File: src/rtl/twiddle_mult_pipe.sv
// Pipelined complex twiddle multiplier for radix-2 FFT/IFFT stages: y = x*W(k) and -y.
// Four stages: ROM read/quadrant decode, sign/swap, four products, add/round/negate.
module twiddle_mult_pipe #(
  parameter int  LOG2_NFFT = 6,
  parameter int  DATA_W    = 16,
  parameter int  TW_W      = 17,
  parameter int  GROW      = 0,
  parameter int  USE_ROUND = 1,
  parameter int  TAG_W     = 8,
  localparam int OW        = DATA_W + 1 + GROW
) (
  input  logic                        i_clk,
  input  logic                        i_rst,
  input  logic                        i_valid,
  output logic                        o_ready,
  input  logic                        i_inv,
  input  logic        [LOG2_NFFT-1:0] i_k,
  input  logic signed [DATA_W-1:0]    i_re,
  input  logic signed [DATA_W-1:0]    i_im,
  input  logic        [TAG_W-1:0]     i_tag,
  output logic                        o_valid,
  input  logic                        i_ready,
  output logic signed [OW-1:0]        o_re,
  output logic signed [OW-1:0]        o_im,
  output logic signed [OW-1:0]        o_nre,
  output logic signed [OW-1:0]        o_nim,
  output logic        [TAG_W-1:0]     o_tag
);

  localparam int  N    = 1 << LOG2_NFFT;
  localparam int  M    = N / 4;
  localparam int  IW   = LOG2_NFFT - 1;
  localparam int  SH   = TW_W - 2 - GROW;
  localparam int  PW_P = DATA_W + TW_W;
  localparam int  PW_S = PW_P + 1;
  localparam real PI   = 3.14159265358979323846;
  localparam logic signed [PW_S-1:0] RND =
    (USE_ROUND != 0) ? PW_S'(longint'(1) << (SH - 1)) : '0;

  function automatic logic signed [TW_W-1:0] cos_entry(input int r);
    real v;
    v = $cos(2.0 * PI * real'(r) / real'(N)) * real'(1 << (TW_W - 2));
    return TW_W'($rtoi(v + 0.5));
  endfunction

  // Quarter-wave cosine table, entries 0..N/4, folded to constants at elaboration.
  logic signed [TW_W-1:0] rom [0:M];
  for (genvar g = 0; g <= M; g++) begin : g_rom
    assign rom[g] = cos_entry(g);
  end

  logic [IW-1:0] r_idx, rm_idx;
  if (LOG2_NFFT > 2) begin : g_ridx
    assign r_idx = IW'(i_k[LOG2_NFFT-3:0]);
  end else begin : g_ridx0
    assign r_idx = '0;
  end
  assign rm_idx = IW'(M) - r_idx;

  logic ce;
  assign ce      = i_ready | ~o_valid;
  assign o_ready = ce;

  logic                     v1_q, v2_q, v3_q;
  logic                     inv1_q;
  logic [1:0]               quad1_q;
  logic signed [TW_W-1:0]   ca1_q, cb1_q;
  logic signed [DATA_W-1:0] xr1_q, xi1_q, xr2_q, xi2_q;
  logic [TAG_W-1:0]         tag1_q, tag2_q, tag3_q;
  logic signed [TW_W-1:0]   c2_d, s2_d, c2_q, s2_q;
  logic signed [PW_P-1:0]   p_rc_q, p_is_q, p_ic_q, p_rs_q;
  logic signed [PW_S-1:0]   sum_re, sum_im;
  logic signed [OW-1:0]     re_d, im_d;

  // NOTE: both outputs get a value before the case so no path leaves them unassigned (no latch).
  always_comb begin
    c2_d = ca1_q;
    s2_d = cb1_q;
    case (quad1_q)
      2'd1:    begin c2_d = -cb1_q; s2_d =  ca1_q; end
      2'd2:    begin c2_d = -ca1_q; s2_d = -cb1_q; end
      2'd3:    begin c2_d =  cb1_q; s2_d = -ca1_q; end
      default: ;
    endcase
    if (inv1_q) s2_d = -s2_d;
  end

  assign sum_re = PW_S'(p_rc_q) + PW_S'(p_is_q);
  assign sum_im = PW_S'(p_ic_q) - PW_S'(p_rs_q);
  assign re_d   = OW'((sum_re + RND) >>> SH);
  assign im_d   = OW'((sum_im + RND) >>> SH);

  // NOTE: datapath registers carry no reset; only the valid bits and outputs need a known value.
  always_ff @(posedge i_clk) begin
    if (ce) begin
      inv1_q  <= i_inv;
      quad1_q <= i_k[LOG2_NFFT-1:LOG2_NFFT-2];
      ca1_q   <= rom[r_idx];
      cb1_q   <= rom[rm_idx];
      xr1_q   <= i_re;
      xi1_q   <= i_im;
      tag1_q  <= i_tag;
      c2_q    <= c2_d;
      s2_q    <= s2_d;
      xr2_q   <= xr1_q;
      xi2_q   <= xi1_q;
      tag2_q  <= tag1_q;
      p_rc_q  <= PW_P'(xr2_q) * PW_P'(c2_q);
      p_is_q  <= PW_P'(xi2_q) * PW_P'(s2_q);
      p_ic_q  <= PW_P'(xi2_q) * PW_P'(c2_q);
      p_rs_q  <= PW_P'(xr2_q) * PW_P'(s2_q);
      tag3_q  <= tag2_q;
    end
  end

  always_ff @(posedge i_clk) begin
    if (i_rst) begin
      v1_q    <= 1'b0;
      v2_q    <= 1'b0;
      v3_q    <= 1'b0;
      o_valid <= 1'b0;
      o_re    <= '0;
      o_im    <= '0;
      o_nre   <= '0;
      o_nim   <= '0;
      o_tag   <= '0;
    end else if (ce) begin
      v1_q    <= i_valid;
      v2_q    <= v1_q;
      v3_q    <= v2_q;
      o_valid <= v3_q;
      o_re    <= re_d;
      o_im    <= im_d;
      o_nre   <= -re_d;
      o_nim   <= -im_d;
      o_tag   <= tag3_q;
    end
  end

endmodule
File: config.mk
export PLATFORM = sky130hd
export DESIGN_NAME = twiddle_mult_pipe
export DESIGN_NICKNAME = d
export VERILOG_FILES = /design/src/rtl/twiddle_mult_pipe.sv
export SDC_FILE = /design/constraint.sdc
export NUM_CORES = 2
export LEC_CHECK = 0
export CORE_MARGIN = 4
export CORE_UTILIZATION = 50
export DETAILED_ROUTE_END_ITERATION = 8
export PLACE_DENSITY = 0.66
export SLEW_MARGIN = 0
export SYNTH_ARGS = -nofsm -noshare
export SYNTH_HDL_FRONTEND = slang
export SYNTH_SLANG_ARGS = --single-unit
File: constraint.sdc
create_clock -name i_clk -period 20 [get_ports i_clk]
set_input_delay 5 -clock i_clk [delete_from_list [all_inputs] [get_ports i_clk]]
set_output_delay 5 -clock i_clk [all_outputs]
set_load 0.1 [all_outputs]
==> impl_metrics.json <==
{
  "synthMuxAreaShare_pct": 1.30,
  "maxSlewHeadroom_pct": 20.5,
  "grt_pass1_vias": 42800,
  "clock-sinks": 363,
  "avgSynthCellArea_um2": 9.69,
  "status": "completed",
  "synth_compound_area_share_pct": 6.28,
  "synth_top_family_by_area": "adder cells",
  "antenna_left": 0,
  "overflow": 0,
  "fill_cells": 10300,
  "netlist_top_cells_area": "fa_1 37%, edfxtp_1 15%, ha_1 9.9%",
  "maxCapViolations": 0,
  "ys_types": 80,
  "drt-wirelength-per-cell_um": 18.8,
  "insertion_delay_ps": 650,
  "setup_viol": 0,
  "criticalPathCategory": "in -> out",
  "finalWirelength_um": 142000,
  "pin_count": 129,
  "clock_skew_ps": 54.1,
  "die_x_um": 349,
  "dp_hpwl_um": 107000,
  "yosys.area_share.simple_pct": 14.3,
  "start_kind": "input pin",
  "post-synth-top-count-cell": "inv_1",
  "ys_ff_latch": 363,
  "port_buffers": 128,
  "min_period_ps": 12280,
  "worst_pin_slew_ps": 1190,
  "drcViolationCount": 0,
  "finalCritPeriodShare_pct": 61.4,
  "yosys.area_share.xor_xnor_pct": 3.52,
  "cts_setup_buffers": 0,
  "multi_input_area_um2": 42100,
  "async_flop_share_pct": 0,
  "viasPerCell": 5.35,
  "vias": 40300,
  "synth-main-ff-cell": "edfxtp_1",
  "finalWeightedCongestion": 0.886,
  "synth_edf_count": 285,
  "crit_path_end_kind": "output pin",
  "numCtsBuffers": 48,
  "worstPathCellList": "clkdlybuf4s50_1 > nor2b_4 > inv_8 > clkdlybuf4s50_1",
  "crit_required_ps": 15000,
  "crit_slowest_cell": "clkdlybuf4s50_1",
  "hold_buffers": 0,
  "grt_pass1_wl_um": 234000,
  "hold_class": "reg -> reg",
  "crit_path_max_fanout": 81,
  "finalSetupTns_ps": 0,
  "syn_area_um2": 58000,
  "drive_gt1_share_pct": 3.84,
  "synth.top_cell.area_share_pct": 37.3,
  "num_rows": 124,
  "critPathArrivalTime_ps": 7280,
  "start_util_pct": 50.5,
  "cts_root_buf": "clkbuf_16",
  "synth_seq_area_share_pct": 17.4,
  "syn-num-nets": 7580,
  "cpMostUsedCell": "clkdlybuf4s50_1",
  "seq_area_um2": 10100,
  "detail_route.first_pass.iterations": 6,
  "cts_tree": "built",
  "final_core_util_pct": 54.4,
  "dpl_cell_area_um2": 60800,
  "drtIter0Drc": 2765,
  "die_area_um2": 122000,
  "maxSlewViolCount": 0,
  "core_um2": 115000,
  "cts_buffer_depth": 3,
  "syn_to_final_growth_pct": 7.57,
  "die_h_um": 349,
  "gr-usage-all-layers_pct": 24.4,
  "final_area_um2": 62400,
  "synth_top_area_cell": "fa_1",
  "cts-resized-gates": 0,
  "max_stage_delay_ps": 1250,
  "synth-adder-area-share_pct": 47.2,
  "syn_inst": 5990,
  "fin_nets": 7569,
  "ys_warn_count": 0,
  "htreeDepth": 2,
  "max_freq_mhz": 81.4,
  "clk_pin_slew_ps": 60,
  "grt_max_degree": 82,
  "grt_antenna_before_repair": 3,
  "hold_viol_final": 0,
  "synth_commonest_cells": "1267 x inv_1, 1080 x fa_1, 730 x nand2_1, 501 x and2_1, 459 x ha_1",
  "rsz0062_at_grt": "false"
}
sequential cells by signal (all words and copies together) (netlist names), 2 cells and up:
| register | count |
|---|---|
| c2_q | 17 |
| ca1_q | 16 |
| cb1_q | 16 |
| o_im | 17 |
| o_nim | 16 |
| o_nre | 16 |
| o_re | 17 |
| o_tag | 8 |
| p_ic_q | 32 |
| p_is_q | 32 |
| p_rc_q | 32 |
| p_rs_q | 32 |
| quad1_q | 2 |
| s2_q | 17 |
| tag1_q | 8 |
| tag2_q | 8 |
| tag3_q | 8 |
| xi1_q | 16 |
| xi2_q | 16 |
| xr1_q | 16 |
| xr2_q | 16 |
layout by cell type (no fill, tap or decap), types with 26 or more instances in the layout:
master           instances
inv_1                 1267
fa_1                  1080
nand2_1                730
and2_1                 501
ha_1                   459
edfxtp_1               285
nor2_1                 220
a21oi_1                206
xnor2_1                170
clkdlybuf4s50_1        127
o21ai_0                 94
buf_4                   85
dfxtp_1                 78
xor2_1                  63
a21o_1                  62
clkbuf_16               48
nand2b_1                43
nand3_1                 40
nor3_1                  36
o21bai_1                29
o21a_1                  27
a211oi_1                27
mux4_2                  26
cells by family after synthesis:
| kind of cell | count (synthesis) |
|---|---|
| simple gates | 1700 |
| buf+inv | 1543 |
| fa+ha+maj | 1540 |
| compound gates | 569 |
| flops | 363 |
| xor+xnor | 233 |
| mux | 42 |
area by class of cell:
type / count / share of cell area [%]
antenna: 1 / 0.00401
clock buffer: 56 / 1.99
clock inverter: 33 / 0.579
inverter: 1269 / 7.64
multi-input combinational: 4084 / 67.5
sequential: 363 / 16.2
tap: 1512 / 3.03
timing repair buffer: 213 / 3.07
final timing paths:
kind	startpoint	endpoint	slack (ps)	depth (start not counted)
setup / recovery	i_ready	o_ready	7720	4
setup reg to reg	xi2_q[1]	p_ic_q[29]	11700	23
hold / removal	tag2_q[6]	tag3_q[6]	410	0
hold reg to reg	tag2_q[6]	tag3_q[6]	410	0
stage by stage:
stage / instances / hold slack (ps) / setup WS (ps)
after floorplan: 5990 / 400 / 1000
after global placement: 7441 / 402 / 7730
after detailed placement: 7441 / 405 / 7730
after CTS: 7530 / 407 / 7720
after global routing: 7530 / 408 / 7680
final: 7531 / 406 / 7720
critical path: cells and delay by family:
kind                   cells  cell delay [ps]
buffers and inverters      3             2170
AND/OR/NAND/NOR            1               70
metal layers:
| layer | wire [um] | track usage [%] |
|---|---|---|
| met2 | 66200 | 40.0 |
| met5 | 13 | 0 |
| met3 | 10800 | 4.54 |
| met4 | 4970 | 7.67 |
| met1 | 59800 | 33.2 |
Power is left out: the tool's default activity adds up to more than one toggle a clock period on the data nets, which glitch-free logic cannot reach.
